==> src/rtl/dct_ch_arb_pkg.sv <==
// Shared constants and types for the DCT channel arbiter.
package dct_ch_arb_pkg;

  localparam int DCT_LAT      = 8;
  localparam int ROWS_PER_BLK = 8;
  localparam int SAMP_PER_ROW = 8;
  localparam int W_I_DEF      = 8;
  localparam int MAX_CH       = 8;

  typedef logic [$clog2(MAX_CH)-1:0] ch_id_t;
  typedef logic [SAMP_PER_ROW-1:0][W_I_DEF-1:0] row_t;

  typedef enum logic {
    ST_IDLE = 1'b0,
    ST_BUSY = 1'b1
  } arb_state_t;

endpackage

==> src/rtl/dct_ch_arb_rr_pick.sv <==
// Round-robin picker: first eligible channel strictly after ptr, wrapping.
module dct_ch_arb_rr_pick #(
  parameter int N_CH = 3,
  parameter int CH_W = $clog2(N_CH)
) (
  input  logic [CH_W-1:0] ptr,
  input  logic [N_CH-1:0] eligible,
  output logic [N_CH-1:0] grant_oh,
  output logic [CH_W-1:0] grant_idx,
  output logic            grant_any
);

  int              c;
  logic [CH_W-1:0] cand;

  always_comb begin
    grant_oh  = '0;
    grant_idx = '0;
    grant_any = 1'b0;
    c         = 0;
    cand      = '0;
    for (int i = 1; i <= N_CH; i++) begin
      c    = (int'(ptr) + i) % N_CH;
      cand = c[CH_W-1:0];
      if (!grant_any && eligible[cand]) begin
        grant_any      = 1'b1;
        grant_idx      = cand;
        grant_oh[cand] = 1'b1;
      end
    end
  end

endmodule

==> src/rtl/dct_ch_arb.sv <==
// Block-atomic round-robin arbiter feeding one row DCT, with framing regeneration
// and a channel tag delayed to line up with the DCT output.
//   state   | meaning
//   IDLE    | no block open; sob rows compete, non-sob rows are dropped as errors
//   BUSY    | block owned by g_q; row_cnt_q is index of the next row (1..7)
module dct_ch_arb
  import dct_ch_arb_pkg::*;
#(
  parameter  int W_I  = 8,
  parameter  int N_CH = 3,
  parameter  int LAT  = DCT_LAT,
  localparam int CH_W = $clog2(N_CH)
) (
  input  logic                                  clk,
  input  logic                                  rst_n,
  input  logic [N_CH-1:0]                       req_valid,
  input  logic [N_CH-1:0][SAMP_PER_ROW-1:0][W_I-1:0] req_data,
  input  logic [N_CH-1:0]                       req_sob,
  input  logic [N_CH-1:0]                       req_eob,
  input  logic [N_CH-1:0]                       req_sof,
  output logic [N_CH-1:0]                       req_ready,
  output logic                                  dct_valid,
  output logic [SAMP_PER_ROW-1:0][W_I-1:0]      dct_data,
  output logic                                  dct_sob,
  output logic                                  dct_eob,
  output logic                                  dct_sof,
  output logic                                  tag_valid,
  output logic [CH_W-1:0]                       tag_ch,
  output logic [N_CH-1:0]                       err
);

  arb_state_t                         state_q, state_d;
  logic [CH_W-1:0]                    g_q, g_d;
  logic [CH_W-1:0]                    rr_ptr_q, rr_ptr_d;
  logic [2:0]                         row_cnt_q, row_cnt_d;
  logic [N_CH-1:0]                    err_q, err_d;
  logic                               dct_valid_q, dct_valid_d;
  logic [SAMP_PER_ROW-1:0][W_I-1:0]   dct_data_q, dct_data_d;
  logic                               dct_sob_q, dct_sob_d;
  logic                               dct_eob_q, dct_eob_d;
  logic                               dct_sof_q, dct_sof_d;
  logic [CH_W-1:0]                    dct_ch_q, dct_ch_d;
  logic [LAT-1:0]                     tag_v_q, tag_v_d;
  logic [LAT-1:0][CH_W-1:0]           tag_c_q, tag_c_d;

  logic [N_CH-1:0] req_ready_c;
  logic [N_CH-1:0] pick_oh;
  logic [CH_W-1:0] pick_idx;
  logic            pick_any;
  logic            last_row;

  dct_ch_arb_rr_pick #(.N_CH(N_CH), .CH_W(CH_W)) u_rr_pick (
    .ptr       (rr_ptr_q),
    .eligible  (req_valid & req_sob),
    .grant_oh  (pick_oh),
    .grant_idx (pick_idx),
    .grant_any (pick_any)
  );

  always_comb begin
    state_d     = state_q;
    g_d         = g_q;
    rr_ptr_d    = rr_ptr_q;
    row_cnt_d   = row_cnt_q;
    err_d       = err_q;
    req_ready_c = '0;
    dct_valid_d = 1'b0;
    dct_data_d  = '0;
    dct_sob_d   = 1'b0;
    dct_eob_d   = 1'b0;
    dct_sof_d   = 1'b0;
    dct_ch_d    = '0;
    last_row    = 1'b0;

    case (state_q)
      ST_IDLE: begin
        // Rows arriving without sob outside a block are swallowed and flagged.
        req_ready_c = (req_valid & ~req_sob) | pick_oh;
        err_d       = err_q | (req_valid & ~req_sob);
        if (pick_any) begin
          dct_valid_d = 1'b1;
          dct_data_d  = req_data[pick_idx];
          dct_sob_d   = 1'b1;
          dct_sof_d   = req_sof[pick_idx];
          dct_ch_d    = pick_idx;
          if (req_eob[pick_idx]) err_d[pick_idx] = 1'b1;
          state_d   = ST_BUSY;
          g_d       = pick_idx;
          row_cnt_d = 3'd1;
          rr_ptr_d  = pick_idx;
        end
      end
      ST_BUSY: begin
        req_ready_c[g_q] = req_valid[g_q];
        if (req_valid[g_q]) begin
          last_row    = (row_cnt_q == 3'd7);
          dct_valid_d = 1'b1;
          dct_data_d  = req_data[g_q];
          dct_eob_d   = last_row;
          dct_ch_d    = g_q;
          if (req_sob[g_q] || (req_eob[g_q] != last_row)) err_d[g_q] = 1'b1;
          row_cnt_d = row_cnt_q + 3'd1;
          if (last_row) state_d = ST_IDLE;
        end
      end
      default: state_d = ST_IDLE;
    endcase

    tag_v_d[0] = dct_valid_q;
    tag_c_d[0] = dct_ch_q;
    for (int i = 1; i < LAT; i++) begin
      tag_v_d[i] = tag_v_q[i-1];
      tag_c_d[i] = tag_c_q[i-1];
    end
  end

  always_ff @(posedge clk or negedge rst_n) begin
    if (!rst_n) begin
      state_q     <= ST_IDLE;
      g_q         <= '0;
      rr_ptr_q    <= CH_W'(N_CH - 1);
      row_cnt_q   <= '0;
      err_q       <= '0;
      dct_valid_q <= 1'b0;
      dct_data_q  <= '0;
      dct_sob_q   <= 1'b0;
      dct_eob_q   <= 1'b0;
      dct_sof_q   <= 1'b0;
      dct_ch_q    <= '0;
      tag_v_q     <= '0;
      tag_c_q     <= '0;
    end else begin
      state_q     <= state_d;
      g_q         <= g_d;
      rr_ptr_q    <= rr_ptr_d;
      row_cnt_q   <= row_cnt_d;
      err_q       <= err_d;
      dct_valid_q <= dct_valid_d;
      dct_data_q  <= dct_data_d;
      dct_sob_q   <= dct_sob_d;
      dct_eob_q   <= dct_eob_d;
      dct_sof_q   <= dct_sof_d;
      dct_ch_q    <= dct_ch_d;
      tag_v_q     <= tag_v_d;
      tag_c_q     <= tag_c_d;
    end
  end

  assign req_ready = req_ready_c;
  assign dct_valid = dct_valid_q;
  assign dct_data  = dct_data_q;
  assign dct_sob   = dct_sob_q;
  assign dct_eob   = dct_eob_q;
  assign dct_sof   = dct_sof_q;
  assign tag_valid = tag_v_q[LAT-1];
  assign tag_ch    = tag_c_q[LAT-1];
  assign err       = err_q;

endmodule

==> config.mk <==
export PLATFORM = sky130hd
export DESIGN_NAME = dct_ch_arb
export DESIGN_NICKNAME = d
export VERILOG_FILES = /design/src/rtl/dct_ch_arb_pkg.sv /design/src/rtl/dct_ch_arb_rr_pick.sv /design/src/rtl/dct_ch_arb.sv
export SDC_FILE = /design/constraint.sdc
export NUM_CORES = 1
export LEC_CHECK = 0
export CORE_MARGIN = 2
export CORE_UTILIZATION = 37
export DETAILED_ROUTE_END_ITERATION = 8
export PLACE_DENSITY = 0.91
export SLEW_MARGIN = 20
export SYNTH_ARGS = -nofsm -noshare
export SYNTH_HDL_FRONTEND = slang
export SYNTH_HIERARCHICAL = 1
export SYNTH_SLANG_ARGS = --single-unit
export TNS_END_PERCENT = 100
==> constraint.sdc <==
create_clock -name clk -period 3.6 [get_ports clk]
set_clock_uncertainty 0.1 [all_clocks]
set_input_delay 1.08 -clock clk [delete_from_list [all_inputs] [get_ports clk]]
set_output_delay 1.08 -clock clk [all_outputs]
set_load 0.05 [all_outputs]
Word level (Yosys, flattened, before mapping):

Index checks and enable logic that the tools add are counted.

* add/subtract/negate cells: 4
* divide/modulo/power cells: 3
* magnitude comparators: 10
* equal/unequal tests: 5
* multiplexer cells: 65
* bitwise operators: 11
* reduce and logical (&&, ||, !) cells: 13

Operators with widths (count)
* $bmux 64 s2: 2
* $mux 64: 4
* $pmux 64 s2: 1
* $mod 32x3->32 const B: 3
* $mux 3: 9
* $mux 1: 25
* $or 3x3->3: 6
* $pmux 3 s2: 3
* $bmux 1 s2: 8
* $lt 2x3->1 const B: 5
* $demux 1 s2: 5
* $ge 2x1->1 const B: 5
* $mux 2: 5
* $and 3x3->3: 3
* $logic_and 1x1->1: 7
* $add 2x2->3 const B: 2
* $reduce_and 2->1: 3
* $ne 2x1->1 const B: 2
* $pmux 1 s2: 2
* $pmux 2 s2: 1
* $add 2x1->3 const B: 1
* $add 3x1->3 const B: 1
* $eq 3x3->1 const B: 1
* $not 3->3: 1
* other kinds (5): 6

* flip-flop bits (word level): 105
* input bits: 206
* word-level logic and storage cells: 138

Depth between registers and ports, before layout:

Gate-level depths: netlist of the first run.

* word-level depth: 19
* depth in mapped cells: 12
* mapped depth without buffers: 10

By module:

The synthesis of the first run kept the hierarchy.

Modules (own cells, without submodules)
* dct_ch_arb: times used 1, cells each 326, area an instance 4249.1 sq um
* dct_ch_arb_rr_pick: times used 1, cells each 41, area an instance 297.8 sq um

Worst setup path after synthesis of the first run:

OpenSTA, ideal clock, no wires.

* path type: input to output
* start point: in req_sob[1]
* end point: out req_ready[0]
* arrival: 2.977 ns
* setup slack: -0.557 ns
* stages: 7
* path buffers: 0
* path through: and2_1 mux2i_1 o22ai_2 mux2i_1 o31ai_2 a21oi_1 o21ai_0

* word-level cells in the longest chain between the ends: 12

Ends and longest elaborated chain
* start: declaration: RTL line dct_ch_arb.sv:18 `input logic [N_CH-1:0] req_sob,`
* $and 3x3->3 *: RTL line dct_ch_arb.sv:54 `.eligible (req_valid & req_sob),`
* $bmux 1 s2: RTL line dct_ch_arb_rr_pick.sv:25 `if (!grant_any && eligible[cand]) begin`
* $mux 1 (not written as such): RTL line dct_ch_arb_rr_pick.sv:25
* $mux 1: RTL line dct_ch_arb_rr_pick.sv:25
* $logic_not 1->1: RTL line dct_ch_arb_rr_pick.sv:25
* $logic_and 1x1->1: RTL line dct_ch_arb_rr_pick.sv:25
* $mux 1: RTL line dct_ch_arb_rr_pick.sv:25
* $logic_not 1->1: RTL line dct_ch_arb_rr_pick.sv:25
* $logic_and 1x1->1: RTL line dct_ch_arb_rr_pick.sv:25
* $mux 3 *: RTL line dct_ch_arb_rr_pick.sv:25
* via pick_oh[0]: RTL line dct_ch_arb.sv:47 `logic [N_CH-1:0] pick_oh;`
* $or 3x3->3 *: RTL line dct_ch_arb.sv:78 `req_ready_c = (req_valid & ~req_sob) | pick_oh;`
* $pmux 3 s2 *: RTL line dct_ch_arb.sv:75 `case (state_q)`
* end: declaration: RTL line dct_ch_arb.sv:21 `output logic [N_CH-1:0] req_ready,`

The timed path passes the listed nets; every way through them passes the cells marked *. The select of a mux whose other input is x is not followed.

Final worst setup path of the first run:

Same ends and word-level chain as after synthesis.

==> results of run 1 <==
==> layout by cell type, fill, tap and decap left out, drive strengths merged, types with 2 or more instances in the layout <==
cell type,Yosys,layout
clkdlybuf4s50,0,272
dfrtp,103,103
nor2b,67,67
a221o,65,65
buf,21,46
inv,15,17
nand2,16,16
o21ai,13,13
clkbuf,2,11
mux2i,9,9
nor2,7,7
a21oi,6,6
ha,6,6
nand2b,4,4
and2,3,3
nand3b,3,3
clkinv,0,3
o22ai,3,3
o31ai,3,3
nand4b,2,2
nor3b,2,2
a311oi,2,2
mux2,2,2
==> routing by layer <==
metal / part of all wire / vias to the layer above / GRT usage / wire [um]
met2: 0.53 / 256 / 0.435 / 8710
met4: 0.028 / 0 / 0.0803 / 468
met5: 0 / - / 0 / 0
li1: - / 1971 / - / -
met1: 0.37 / 2153 / 0.269 / 6040
met3: 0.076 / 37 / 0.0659 / 1250
==> per-stage QoR <==
step                      cell area [sq um]  worst slack (ns)  power (W)  cells
after global placement                 7760            -0.387    0.00574    801
final                                  8170          -0.00861    0.00687    825
after global routing                   8170           -0.0355    0.00718    825
after CTS                              8110           0.00753    0.00685    824
after floorplan                        4560            0.0727    0.00428    367
after detailed placement               7760            -0.529    0.00585    801
==> flip-flops by register name (all words and copies together), names as in the netlist <==
register / count
dct_data: 64
tag_c_d: 14
tag_v_q: 8
err: 3
row_cnt_q: 3
dct_ch_q: 2
g_q: 2
tag_ch: 2
dct_eob: 1
dct_sob: 1
dct_sof: 1
dct_valid: 1
rr_ptr_q: 1
state_q: 1
==> worst paths after layout <==
kind                        startpoint      endpoint  slack (ns)  cells after the start
setup / recovery            req_sob[1]  req_ready[0]      -0.009                      9
hold / removal              tag_c_d[4]    tag_c_d[6]        0.24                      0
setup reg to reg           rr_ptr_q[1]  dct_data[10]        0.66                     11
hold reg to reg             tag_c_d[4]    tag_c_d[6]        0.24                      0
max in group asynchronous        rst_n  dct_data[49]        2.14                      2
min in group asynchronous        rst_n  dct_data[30]        0.59                      1
==> report_power, final <==
group | switching (W) | leakage [nW] | internal, W | total [W]
logic | 0.00250 | 1.99 | 0.00162 | 0.00412
registers | 0.000175 | 1.34 | 0.00166 | 0.00184
clock network | 0.000424 | 0.140 | 0.000494 | 0.000918
total | 0.00310 | 3.46 | 0.00377 | 0.00687
==> kinds of logic after synthesis <==
kind of cell / share of synthesized area
AOI/OAI and AO/OA: 0.204
muxes: 0.0256
buffers and inverters: 0.0427
and+or+nand+nor: 0.139
DFF: 0.573
adders and majority gates: 0.0165
==> critical path, cell delays in order <==
cell                      delay (ns)
sky130_fd_sc_hd__buf_2          0.12
sky130_fd_sc_hd__and2_4         0.17
sky130_fd_sc_hd__mux2i_2        0.08
sky130_fd_sc_hd__o22ai_2        0.18
sky130_fd_sc_hd__mux2i_1        0.13
sky130_fd_sc_hd__o31ai_2        0.25
sky130_fd_sc_hd__a21oi_2        0.06
sky130_fd_sc_hd__o21ai_2        0.18
sky130_fd_sc_hd__buf_12         0.16
==> what timing repair did <==
action,in CTS,in global routing
gates resized for setup,35,12
hold buffers,0,0
setup buffers,7,1
endpoints found under the setup margin,3,3
pin swaps,11,9
==> area by class of cell <==
| type | count | area [sq um] | area share |
|---|---|---|---|
| clock inverter | 5 | 40.0 | 0.00490 |
| sequential | 104 | 2600 | 0.319 |
| tap | 147 | 184 | 0.0225 |
| inverter | 15 | 56.3 | 0.00689 |
| multi-input combinational | 225 | 1860 | 0.228 |
| clock buffer | 11 | 243 | 0.0297 |
| timing repair buffer | 318 | 3180 | 0.390 |
==> metrics.md, run 1 <==
| Metric | Value |
|---|---|
| Mapped Avg Cell Area | `about 12 sq um` |
| Clock Latency Late Sink | `~0.34 ns` |
| Count of input and output buffers | `~280` |
| Pin count of the biggest net entering global routing | `between 40 and 50` |
| DR vias/cell | `~5.4` |
| Routability cong. | `between 0.8 and 0.9` |
| Number of antenna violations at the first check in global routing | `0` |
| Maximum net fanout on the critical path | `4` |
| Number of instances in the synthesized netlist | `around 370` |
| Chip Height | `~110 um` |
| Crit end category | `primary output` |
| Die area | `approximately 13000 sq um` |
| Row Count | `40` |
| Die X | `between 100 and 150 um` |
| TritonCTS buffer count | `9` |
| Count of max-cap constraint violations | `0` |
| Number of synthesized register bits | `approximately 100` |
| Starting DRC count in detailed routing | `between 300 and 400` |
| First-pass iteration count of the detailed router | `6` |
| Ranking of synthesized cells by area | `sky130_fd_sc_hd__dfrtp_1, sky130_fd_sc_hd__a221o_1, sky130_fd_sc_hd__nor2b_1` |
| DRC | `0` |
| Count of cell types in the netlist | `44` |
| Post-layout net count | `885` |
| First-pass GRT wire length | `23.9 mm` |
| Sequential cell area fraction in the yosys report | `0.573` |
| Type of the most critical hold path | `flop to flop` |
| Type of the worst setup path | `input pin to primary output` |
| Hpwl dp | `around 13 mm` |
| Core footprint | `around 12000 sq um` |
| Syn_nets | `about 580` |
| Post-route setup TNS | `-0.00861 ns` |
| Deepest level of the CTS H-tree | `3` |
| Clock Sink Count | `between 100 and 150` |
| Main synth FF type | `sky130_fd_sc_hd__dfrtp_1` |
| Synth cell count leaders | `sky130_fd_sc_hd__dfrtp_1, sky130_fd_sc_hd__nor2b_1, sky130_fd_sc_hd__a221o_1` |
| Overflow left after global routing | `0` |
| Portion of the clock cycle consumed by the worst path in the final layout | `1.00` |
| Clock tree from TritonCTS | `done` |
| Cell taking the most area after synthesis | `sky130_fd_sc_hd__dfrtp_1` |
| Power density over the cells | `841 nW/um^2` |
| Final WL | `approximately 16 mm` |
| Cell with the most instances after synthesis | `sky130_fd_sc_hd__dfrtp_1` |
| Worst hold slack | `approximately 0.24 ns` |
| Fillcell total | `862` |
| Count of flip-flops with a built-in enable after synthesis | `0` |
| Initial Util | `0.379` |
| Maximum number of buffers from clock root to sink | `2` |
| Element type at the critical path start | `input pin` |
| Routed wire length per instance | `between 15 and 20 um` |
| Top-area cell type share of the netlist area | `0.567` |
| FMAX | `between 200 and 300 MHz` |
| RSZ-0062 raised after global routing | `yes` |
| Post-synthesis instance area | `between 4000 and 5000 sq um` |
| Overall via count from detail_route | `about 4400` |
| Root Buffer Master | `sky130_fd_sc_hd__clkbuf_16` |
| Vias in the first global route | `~4600` |
| Slew at the pin with the worst max-slew slack | `roughly 0.63 ns` |
| Layout Area Growth over Synthesis | `79.7%` |
| Reg clk slew, reported paths | `around 0.07 ns` |
| Arrival time reported for the critical path endpoint | `about 2.4 ns` |
| Max Transition Viols Final | `0` |
| Worst EP required | `approximately 2.4 ns` |
| Outcome | `finished with violations` |
| Synth async-reset ratio | `1.00` |
| Final hold violations | `0` |
| Global-route usage over all layers | `0.239` |
| I/O Pins | `between 200 and 300` |
| Least setup slack across all paths after layout | `-0.00861 ns` |
| Period minus WS final | `3.61 ns` |
| Count of yosys warnings during synthesis | `6` |
| Violated checks | `negative setup slack` |
| Slew HR | `0.582` |
| Worst supply voltage drop on vdd | `0.000475 V` |
| Remaining antenna violation count | `0` |
| Number of antenna diodes | `0` |
| Static Leakage | `between 3 and 4 nW` |
| Fraction of final layout cells sized beyond drive strength 1 | `0.139` |
| Number of failing setup endpoints in the final timing report | `1` |
| Core utilization of the finished layout | `0.680` |
Note: power is estimated with default switching activity, not from simulation.
==> run 2: changes to the inputs <==
Settings changed: SLEW_MARGIN 20 to not set.
==> results of run 2 <==
No change in the layout: final DEF, timing and power equal those of run 1.
